## config.mk

```make
export PLATFORM = sky130hd
export DESIGN_NAME = cpld_busctl
export DESIGN_NICKNAME = d
export VERILOG_FILES = /design/src/rtl/cpld_busctl.sv
export SDC_FILE = /design/constraint.sdc
export NUM_CORES = 1
export LEC_CHECK = 0
export ABC_AREA = 1
export CAP_MARGIN = 20
export CORE_ASPECT_RATIO = 0.9
export CORE_UTILIZATION = 46
export CTS_CLUSTER_DIAMETER = 120
export DETAILED_ROUTE_END_ITERATION = 12
export GPL_TIMING_DRIVEN = 0
export PLACE_DENSITY_LB_ADDON = 0.05
export SETUP_SLACK_MARGIN = 0.3
export SLEW_MARGIN = 5
export SYNTH_ARGS = -nofsm -noshare
export SYNTH_HDL_FRONTEND = slang
export SYNTH_SLANG_ARGS = --single-unit
export TNS_END_PERCENT = 5
```

## constraint.sdc

```tcl
create_clock -name clk -period 4 [get_ports clk]
set_input_delay 1.2 -clock clk [delete_from_list [all_inputs] [get_ports clk]]
set_output_delay 1.2 -clock clk [all_outputs]
set_load 0.01 [all_outputs]
```

## src/rtl/cpld_busctl.sv

```systemverilog
// cpld_busctl -- Z80 bus-cycle front end for the 1MB RAM expansion CPLD.
//
// Follows CPU memory cycles with a small registered state machine and
// deglitches I/O writes to the gate array (A15 low) before capturing
// RAM-config (data[7:6]=11) and ROM-config (data[7:6]=10) writes. Every
// output is a register.
//
// Ports:
//   clk        CPU clock; all state changes on the rising edge
//   reset_b    active-low reset, sampled synchronously
//   mreq_b, iorq_b, rd_b, wr_b, rfsh_b, m1_b   Z80 control strobes
//   adr15, adr8, data[7:0]                     CPU address bits and data bus
//   dip[3:0]   dip[0]=shadow enable, dip[3:2]=RAM size (00 off, 01 64K, 10 512K, 11 1MB)
//   ramblock   registered bank/config word
//   mode3      last RAM config selected mode 3 (data[2:0]=011)
//   urom_dis, lrom_dis   upper/lower ROM disables
//   cfg_strobe one-clock pulse alongside each ramblock/mode3 update
//   mwr_cyc, mrd_cyc     memory write / read cycle in progress
//   cyc_state  memory cycle phase: 00 IDLE, 01 T1, 10 T2, 11 END
module cpld_busctl #(
  parameter logic [3:0] SHADOW_BANK = 4'b0111,
  parameter int         DEGLITCH    = 2
) (
  input  logic       clk,
  input  logic       reset_b,
  input  logic       mreq_b,
  input  logic       iorq_b,
  input  logic       rd_b,
  input  logic       wr_b,
  input  logic       rfsh_b,
  input  logic       m1_b,
  input  logic       adr15,
  input  logic       adr8,
  input  logic [7:0] data,
  input  logic [3:0] dip,
  output logic [6:0] ramblock,
  output logic       mode3,
  output logic       urom_dis,
  output logic       lrom_dis,
  output logic       cfg_strobe,
  output logic       mwr_cyc,
  output logic       mrd_cyc,
  output logic [1:0] cyc_state
);

  localparam logic [1:0] CYC_IDLE = 2'b00;
  localparam logic [1:0] CYC_T1   = 2'b01;
  localparam logic [1:0] CYC_T2   = 2'b10;
  localparam logic [1:0] CYC_END  = 2'b11;

  localparam logic [0:0] IO_IDLE = 1'b0;
  localparam logic [0:0] IO_HOLD = 1'b1;

  localparam logic [1:0] DEGLITCH_CNT = 2'(DEGLITCH);

  logic [0:0] io_state_q, io_state_d;
  logic [1:0] cnt_q, cnt_d;
  logic       armed_q, armed_d;
  logic [6:0] ramblock_q, ramblock_d;
  logic       mode3_q, mode3_d;
  logic       urom_q, urom_d;
  logic       lrom_q, lrom_d;
  logic       strobe_q, strobe_d;
  logic [1:0] cyc_q, cyc_d;
  logic       mwr_q, mwr_d;
  logic       mrd_q, mrd_d;

  logic io_qual_s;
  logic capture_s;
  logic mem_blocked_s;
  logic mem_req_s;
  logic unused_s;

  // dip[1] has no function in this block.
  assign unused_s = dip[1];

  // Gate-array write: IORQ+WR with M1 high (not an interrupt acknowledge) and A15 low.
  assign io_qual_s = ~iorq_b & ~wr_b & m1_b & ~adr15;

  // I/O write deglitch and single-capture-per-IORQ sequencing.
  always_comb begin
    io_state_d = io_state_q;
    cnt_d      = cnt_q;
    capture_s  = 1'b0;
    // After reset nothing is captured until IORQ has been seen high, so a
    // reset released in the middle of an OUT cannot latch a partial write.
    armed_d    = armed_q | iorq_b;
    case (io_state_q)
      IO_IDLE: begin
        if (io_qual_s && armed_q) begin
          if ((cnt_q + 2'd1) == DEGLITCH_CNT) begin
            capture_s  = 1'b1;
            io_state_d = IO_HOLD;
            cnt_d      = 2'd0;
          end else begin
            cnt_d = cnt_q + 2'd1;
          end
        end else begin
          cnt_d = 2'd0;
        end
      end
      IO_HOLD: begin
        if (iorq_b) begin
          io_state_d = IO_IDLE;
          cnt_d      = 2'd0;
        end else begin
          io_state_d = IO_HOLD;
        end
      end
      default: begin
        io_state_d = IO_IDLE;
        cnt_d      = 2'd0;
      end
    endcase
  end

  // Decode a captured write into RAM-config or ROM-config state.
  always_comb begin
    ramblock_d = ramblock_q;
    mode3_d    = mode3_q;
    urom_d     = urom_q;
    lrom_d     = lrom_q;
    strobe_d   = 1'b0;
    if (capture_s) begin
      case (data[7:6])
        2'b11: begin
          case (dip[3:2])
            2'b01: begin
              ramblock_d = {4'b1000, data[2:0]};
              mode3_d    = (data[2:0] == 3'b011);
              strobe_d   = 1'b1;
            end
            2'b10: begin
              ramblock_d = {1'b1, data[5:0]};
              mode3_d    = (data[2:0] == 3'b011);
              strobe_d   = 1'b1;
            end
            2'b11: begin
              // In 1MB shadow mode the reserved shadow bank aliases onto
              // its even partner by clearing bank bit 0 (data[3]).
              if (dip[0] && ({adr8, data[5:3]} == SHADOW_BANK)) begin
                ramblock_d = {adr8, data[5:4], 1'b0, data[2:0]};
              end else begin
                ramblock_d = {adr8, data[5:0]};
              end
              mode3_d  = (data[2:0] == 3'b011);
              strobe_d = 1'b1;
            end
            default: begin
              // Expansion disabled: RAM config writes are ignored.
              ramblock_d = ramblock_q;
            end
          endcase
        end
        2'b10: begin
          urom_d = data[3];
          lrom_d = data[2];
        end
        default: begin
          ramblock_d = ramblock_q;
        end
      endcase
    end else begin
      strobe_d = 1'b0;
    end
  end

  // Refresh and any IORQ activity take the memory tracker out of play.
  assign mem_blocked_s = ~rfsh_b | ~iorq_b;
  assign mem_req_s     = ~mreq_b;

  // Memory cycle phase tracking and read/write flags.
  always_comb begin
    cyc_d = CYC_IDLE;
    mwr_d = 1'b0;
    mrd_d = 1'b0;
    if (mem_blocked_s) begin
      cyc_d = CYC_IDLE;
    end else begin
      case (cyc_q)
        CYC_IDLE: cyc_d = mem_req_s ? CYC_T1 : CYC_IDLE;
        CYC_T1:   cyc_d = mem_req_s ? CYC_T2 : CYC_IDLE;
        CYC_T2:   cyc_d = mem_req_s ? CYC_T2 : CYC_END;
        CYC_END:  cyc_d = mem_req_s ? CYC_T1 : CYC_IDLE;
        default:  cyc_d = CYC_IDLE;
      endcase
    end
    // Flags follow the phase being entered; a low RD always wins over write.
    case (cyc_d)
      CYC_T1: begin
        mrd_d = ~rd_b;
        mwr_d = rd_b;
      end
      CYC_T2: begin
        mrd_d = mrd_q | ~rd_b;
        mwr_d = mwr_q & rd_b & ~mrd_q;
      end
      default: begin
        mrd_d = 1'b0;
        mwr_d = 1'b0;
      end
    endcase
  end

  // State registers with synchronous active-low reset.
  always_ff @(posedge clk) begin
    if (!reset_b) begin
      io_state_q <= IO_IDLE;
      cnt_q      <= 2'd0;
      armed_q    <= 1'b0;
      ramblock_q <= 7'd0;
      mode3_q    <= 1'b0;
      urom_q     <= 1'b0;
      lrom_q     <= 1'b0;
      strobe_q   <= 1'b0;
      cyc_q      <= CYC_IDLE;
      mwr_q      <= 1'b0;
      mrd_q      <= 1'b0;
    end else begin
      io_state_q <= io_state_d;
      cnt_q      <= cnt_d;
      armed_q    <= armed_d;
      ramblock_q <= ramblock_d;
      mode3_q    <= mode3_d;
      urom_q     <= urom_d;
      lrom_q     <= lrom_d;
      strobe_q   <= strobe_d;
      cyc_q      <= cyc_d;
      mwr_q      <= mwr_d;
      mrd_q      <= mrd_d;
    end
  end

  assign ramblock   = ramblock_q;
  assign mode3      = mode3_q;
  assign urom_dis   = urom_q;
  assign lrom_dis   = lrom_q;
  assign cfg_strobe = strobe_q;
  assign mwr_cyc    = mwr_q;
  assign mrd_cyc    = mrd_q;
  assign cyc_state  = cyc_q;

endmodule

```

== After elaboration in Yosys (flattened, before gate mapping) ==
Cells that the tools add are included.

* Add/sub/neg operators: 1
* Equality and inequality tests: 14
* Multiplexer cells: 19
* Bitwise gates (word level): 15
* Reductions and logical operators: 10

{| class="wikitable"
|+ Operators by type and width
! kind !! count
|-
| $pmux 7 s3 || 1
|-
| $eq 2x2->1 const B || 8
|-
| $mux 2 || 5
|-
| $reduce_and 3->1 || 3
|-
| $mux 1 || 7
|-
| $not 1->1 || 7
|-
| $eq 2x1->1 const B || 3
|-
| $pmux 1 s2 || 3
|-
| $pmux 2 s3 || 1
|-
| $and 1x1->1 || 5
|-
| $eq 4x3->1 const B || 1
|-
| $mux 4 || 1
|-
| $pmux 2 s2 || 1
|-
| $eq 3x2->1 const B || 1
|-
| $or 1x1->1 || 3
|-
| $reduce_bool 3->1 || 1
|-
| $reduce_or 3->1 || 1
|-
| $add 2x1->2 const B || 1
|-
| $logic_and 1x1->1 || 2
|-
| $logic_not 2->1 || 1
|-
| $ne 2x2->1 const B || 1
|-
| $reduce_and 2->1 || 1
|-
| $reduce_or 2->1 || 1
|}

* Register bits: 19
* Output and inout bits: 15

== Longest topological paths before layout ==
Gate-level depths: netlist of the first run.

* Word-level depth: 8
* Depth in mapped cells: 9

== Worst setup path before layout of the first run ==
No wires, ideal clock.

* Path type: input port to flip-flop
* Start: in rfsh_b
* End: reg mrd_q (netlist: mrd_cyc)
* Setup time: 92 ps
* Arrival time: 2092 ps
* Slack: 1816 ps
* Stages: 5
* Buffers on the path: 0
* Cell sequence: nand2_1 nor3_1 inv_1 ha_1 nor4_1

* Cells in the longest elaborated chain, start to end: 5

{| class="wikitable"
|+ RTL lines
! item !! RTL line !! source
|-
| from (decl) || 30 || <nowiki>input logic rfsh_b,</nowiki>
|-
| $not 1->1 (*) || 169 || <nowiki>assign mem_blocked_s = ~rfsh_b | ~iorq_b;</nowiki>
|-
| $or 1x1->1 (*) || 169 ||
|-
| $mux 2 (*) || 177 || <nowiki>if (mem_blocked_s) begin</nowiki>
|-
| named net cyc_d[0] || 64 || <nowiki>logic [1:0] cyc_q, cyc_d;</nowiki>
|-
| $eq 2x2->1 or $eq 2x1->1 (tied branches) || 189 || <nowiki>case (cyc_d)</nowiki>
|-
| $pmux 1 s2 (*) || 189 ||
|-
| to (signal assigned) || 230 || <nowiki>mrd_q <= mrd_d;</nowiki>
|-
| to (decl) || 66 || <nowiki>logic mrd_q, mrd_d;</nowiki>
|}

The timed path passes the listed nets; every way through them passes the cells marked *.
A chain may end at the register's enable or synchronous reset.

== Worst setup path after layout of the first run ==
* Start: in iorq_b
* End: reg mrd_q (netlist: mrd_cyc)

* Cells in the longest elaborated chain, start to end: 5

{| class="wikitable"
|+ RTL lines
! item !! RTL line !! source
|-
| from (decl) || 27 || <nowiki>input logic iorq_b,</nowiki>
|-
| $not 1->1 (*) || 169 ||
|-
| $or 1x1->1 (*) || 169 ||
|-
| $mux 2 (*) || 177 ||
|-
| named net cyc_d[0] || 64 ||
|-
| $eq 2x2->1 or $eq 2x1->1 (tied branches) || 189 ||
|-
| $pmux 1 s2 (*) || 189 ||
|}

Marked as above.

==> reports/results.tsv, run 1 <==
metric	value	unit
synth top area cells	dfxtp_1 40%, nand2_1 13%, nor2_1 12%	
main flop type after synthesis	dfxtp_1	
Netlist cell types	20	
min-delay src	cnt_q[1]	
met3 usage	0.0707	
antenna violations before repair	0	
CP Capture Type	flop	
VDD IR max	277	µV
ys async rst share	0	
Synth Instances	139	
CORE AREA	1930	µm²
CP arrival	2.75	ns
worst slew pin tran	0.351	ns
diode count	0	
Adder-Cell Fraction of Synth Area	0.0522	
die height	45.3	µm
CP Class	in2reg	
global routing's busiest layer	met2	
post-synth top area share	0.396	
# hold bufs at CTS	0	
status	finished clean	
Slew HR	0.766	
Clock Tree Buf Depth	2	
1st-pass router iterations	4	
Pins Over Slew Limit	0	
CTS tree	done	
Worst Hold Depth	2	
PwrDens	242	nW/µm²
Final TNS setup	0	ns
post-route ant nets	0	
largest net degree at the start of global routing	12	
HP Class	reg2reg	
Yosys warning count	0	
count leader, synth	nand2_1	
clk_lat worst skew	0.30	ns
worst path required time	4.22	ns
Max Fanout on Critical Path	3	
total nets after synthesis	165	
Starting Density	0.496	
die area	2270	µm²
worst r2r src	cyc_state[0]	
dominant cell type by area after synthesis	dfxtp_1	
io pins	37	
CP Launch Point	iorq_b	
total gr overflow	0	
R2R depth	7	
met1 usage	0.193	
Mean Syn Cell Area	6.90	µm²
reg2reg setup slack	2.20	ns
M2 GR Usage	0.373	
PostCTS Resize Cnt	0	
via count	934	
clock skew	0.00792	ns
clock buffer count from CTS	3	
Final min period	2.53	ns
Layout fillers	172	
Post-synth EDFFs	0	
Multi-input gate area	453	µm²
Post CTS Setup Buffer Count	0	
fin crit share	0.633	
via density per instance	4.60	
clock sink total	19	
final hold vios	0	
sequential share of the synthesized area	0.396	
Netlist Area Pre-Place	960	µm²
mux share of post-synthesis cell area	0	
Pleak	0.610	nW
Global Route Usage Sum	0.196	
Root Buffer	clkbuf_4	
peak per-stage delay on the critical path	0.50	ns
Post-Synth XOR/XNOR Area	0	
first-pass GRT wire length	3.20	mm
Design Power	0.331	mW
area growth from synthesis to layout	42.6	%
1st-iter DRT viols	9	
WL/cell	10.0	µm
DPL Wire Length	1.65	mm
number of global-route vias before repair	799	
Clk pin slew, worst setup/hold paths	0.11	ns
Compound-Gate Fraction of Synth Area	0.0287	
Final setup viols	0	
GP Congestion	0.792	
Post-synth top cells	33 x nand2_1, 31 x nor2_1, 26 x inv_1	
post-synthesis simple-gate area fraction	0.391	
max reg flops	7	
I/O Buffers	35	
Reg area	380	µm²
Layout Nets	205	
slowest CP cell	clkdlybuf4s50_1	
register bit total from synthesis	19	
Rows	15	
# H-tree levels	1	
Die Wd	50.1	µm
CP cell instances	clkdlybuf4s50_1 -> nand2_1 -> nor3_1 -> inv_1 -> ha_1 -> nor4_1	
WL final	2.04	mm
share of layout cells above drive strength 1	0.0730	
CP Launch Type	input port	
DRC violation count after routing	0	
Fmax	0.395	GHz
RSZ-0062 raised after global routing	false	
largest family of logic cells by synthesized area	simple AND/OR/NAND/NOR gates	
# Max-Cap Violations	0	
[cells by family (layout without fill, tap and decap cells)]
family,after synthesis,after routing
simple gates,82,82
buf+inv,29,68
flops,19,19
compound gates,5,5
fa+ha+maj,4,4
[report_power, final]
| part | leakage, nW | internal [mW] | switching [mW] | total, mW |
|---|---|---|---|---|
| combinational | 0.439 | 0.0243 | 0.0176 | 0.0419 |
| clock | 0.0177 | 0.0373 | 0.0604 | 0.0977 |
| sequential | 0.153 | 0.190 | 0.000824 | 0.191 |
[layer usage]
layer / routed length, µm / up-vias
li1: - / 499
met1: 873 / 412
met2: 1030 / 18
met3: 101 / 5
met4: 36 / 0
met5: 0 / -
[final timing paths]
kind / endpoint
max: mrd_cyc
min: cnt_q[1]
max reg2reg: mrd_cyc
min reg2reg: cnt_q[1]
[worst max-delay path, delay by kind of cell]
| kind | cells | cell delay [ns] |
|---|---|---|
| adder cells (fa/ha/maj) | 1 | 0.32 |
| buffers and inverters | 2 | 0.60 |
| AND/OR/NAND/NOR | 3 | 0.63 |
[layout by cell type (no fill, tap or decap)]
master / netlist / routed
nand4_1: 4 / 4
a21oi_1: 4 / 4
clkbuf_4: 0 / 3
nor3b_4: 1 / 1
nand2_2: 1 / 1
nor2_2: 2 / 2
clkdlybuf4s50_1: 0 / 35
dfxtp_1: 19 / 19
inv_2: 1 / 1
clkbuf_8: 1 / 1
inv_1: 26 / 26
nor3_1: 1 / 1
nor2_1: 31 / 31
ha_1: 4 / 4
nand3_1: 5 / 5
nand3_4: 1 / 1
clkinv_2: 0 / 1
nor4_1: 1 / 1
buf_6: 1 / 1
a211oi_1: 1 / 1
nor2_4: 1 / 1
nand2_1: 33 / 33
nand3b_1: 1 / 1
[layout make-up]
class                   count  area share
multi-input cells          91       0.331
well taps                  25      0.0229
clock buffers               3      0.0165
clock inverters             1     0.00366
plain buffers               2      0.0183
inverters                  27      0.0740
flip-flops and latches     19       0.278
repair buffers             35       0.256
[per-stage QoR]
| stage | cell area (µm²) | utilization | setup slack [ns] | instances | hold WS [ns] |
|---|---|---|---|---|---|
| 2_1_floorplan | 960 | - | 1.82 | 139 | 0.435 |
| 3_3_place_gp | 1340 | 0.694 | 1.17 | 199 | 0.446 |
| 3_5_place_dp | 1340 | 0.694 | 1.12 | 199 | 0.466 |
| 4_1_cts | 1370 | 0.708 | 1.47 | 203 | 0.478 |
| 5_1_grt | 1370 | 0.708 | 1.33 | 203 | 0.490 |
| 6_report | 1370 | 0.708 | 1.47 | 203 | 0.479 |
No activity file was read; power rests on OpenSTA's default activity.
==> run 2: changes to the inputs <==
--- a/config.mk
+++ b/config.mk
@@ -8,7 +8,7 @@
 export ABC_AREA = 1
 export CAP_MARGIN = 20
 export CORE_ASPECT_RATIO = 0.9
-export CORE_UTILIZATION = 46
+export CORE_UTILIZATION = 38
 export CTS_CLUSTER_DIAMETER = 120
 export DETAILED_ROUTE_END_ITERATION = 12
 export GPL_TIMING_DRIVEN = 0
==> constraint.sdc (replaced) <==
create_clock -name clk -period 2.1 [get_ports clk]
set_input_delay 0.63 -clock clk [delete_from_list [all_inputs] [get_ports clk]]
set_output_delay 0.63 -clock clk [all_outputs]
set_load 0.01 [all_outputs]
==> reports/results.tsv, run 2 (synthesis gave the netlist of run 1 again) <==
metric	value	unit	change
final core occ	0.620		-0.0880
Layout Nets	205		unchanged
slowest CP cell	clkdlybuf4s50_1		
antenna violations before repair	0		unchanged
Final setup viols	0		unchanged
Max Fanout on Critical Path	2		-1
first-pass GRT wire length	3.24	mm	+1.1%
delay-heaviest family, CP	buffers and inverters		
die height	49.7	µm	+9.6%
1st-pass router iterations	4		unchanged
# H-tree levels	1		unchanged
Final min period	1.83	ns	
CORE AREA	2280	µm²	+18%
clock sink total	19		unchanged
CP Capture Type	primary output		
share of layout cells above drive strength 1	0.107		+0.0337
total gr overflow	0		unchanged
PwrDens	458	nW/µm²	+89%
Global Route Usage Sum	0.167		-0.0290
clock skew	0.00251	ns	-0.00540 ns
Layout fillers	230		+34%
DPL Wire Length	1.60	mm	-2.9%
Slew HR	0.757		-0.00881
CTS tree	done		
io pins	37		unchanged
Die Wd	55.0	µm	+9.6%
Clk pin slew, worst setup/hold paths	0.12	ns	about the same
via density per instance	4.48		-2.6%
I/O Buffers	35		unchanged
largest net degree at the start of global routing	13		+1
CP Launch Type	flop		
Pins Over Slew Limit	0		unchanged
WL/cell	10.1	µm	+0.53%
worst slew pin tran	0.364	ns	+0.0132 ns
number of global-route vias before repair	808		+1.1%
Final TNS setup	0	ns	unchanged
diode count	0		unchanged
Starting Density	0.421		-0.0759
# hold bufs at CTS	0		unchanged
GP Congestion	0.711		-10%
fin crit share	0.872		
peak per-stage delay on the critical path	0.54	ns	+0.04 ns
HP Class	reg2reg		
area growth from synthesis to layout	47.5	%	
VDD IR max	261	µV	-5.9%
CP arrival	1.20	ns	-1.55 ns
Fmax	0.546	GHz	
worst path required time	1.47	ns	-2.75 ns
Clock Tree Buf Depth	2		unchanged
max reg flops	7		unchanged
Root Buffer	clkbuf_4		
Rows	16		+1
via count	919		-1.6%
most frequent cells in the layout	32 x nand2_1, 32 x clkdlybuf4s50_1, 31 x nor2_1		
CP Class	reg2out		
Post CTS Setup Buffer Count	0		unchanged
Pleak	0.641	nW	+5.0%
DRC violation count after routing	0		unchanged
# Max-Cap Violations	0		unchanged
status	finished clean		
1st-iter DRT viols	5		-4
clock buffer count from CTS	3		unchanged
post-route ant nets	0		unchanged
final hold vios	0		unchanged
RSZ-0062 raised after global routing	true		
die area	2730	µm²	+20%
Design Power	0.648	mW	+96%
clk_lat worst skew	0.30	ns	about the same
CP cell instances	clkdlybuf4s50_1		
WL final	2.07	mm	+1.5%
Buf/Inv on CP	1		-1
-- run 2: changes by cell type in the layout (fill, tap and decap cells not counted), sizes merged --
cell / before / now
dlygate4sd2: 0 / 1
clkdlybuf4s50: 35 / 32
clkinvlp: 0 / 1
dlymetal6s2s: 0 / 2
clkinv: 1 / 0
-- run 2: final timing paths --
check,endpoint,slack (ns),cells after the start,startpoint
max,ramblock[4],0.27,1,ramblock[4]
max reg2reg,mrd_cyc,0.46,7,cyc_state[0]
min,armed_q,0.49,2,armed_q
min reg2reg,armed_q,0.49,2,armed_q
-- run 2: tightest hold or removal path, cell delays in order, from the launching register on --
cell     delay [ns]
dfxtp_1        0.35
nor2_1         0.04
nor2_1         0.07
-- run 2: final cells by class --
type                       instances  area [µm²]  area share
buffer                             2        25.0      0.0177
sequential                        19         380       0.269
clock inverter                     1        7.51     0.00531
multi-input combinational         91         490       0.347
tap                               27        33.8      0.0239
timing repair buffer              35         354       0.250
clock buffer                       3        22.5      0.0159
inverter                          27         101      0.0716
-- run 2: per-stage QoR --
stage	cell area, µm²	setup slack [ns]	hold WS, ns	std cells
2_1_floorplan	960	0.454	0.435	139
3_3_place_gp	1340	-0.197	0.444	201
3_5_place_dp	1340	-0.215	0.467	201
4_1_cts	1380	0.228	0.493	205
5_1_grt	1420	0.217	0.509	205
6_report	1420	0.270	0.489	205
-- run 2: power by group --
group          leakage [nW]  total (mW)  switching [mW]  internal (mW)
clock                0.0139       0.199           0.126         0.0725
sequential            0.153       0.364         0.00130          0.363
combinational         0.473      0.0853          0.0374         0.0478
-- run 2: timing repair --
item / CTS / global route
setup endpoints to repair: 17 / 22
resized for setup: 2 / 8
pin swaps: 1 / 1
gates cloned: 0 / 0
-- run 2: metal layers --
layer | routed length, µm | up-vias | global-route usage
met4 | 29 | 0 | 0.0708
met2 | 987 | 22 | 0.275
met5 | 0 | - | 0
li1 | - | 494 | -
met1 | 953 | 399 | 0.196
met3 | 100 | 4 | 0.0463
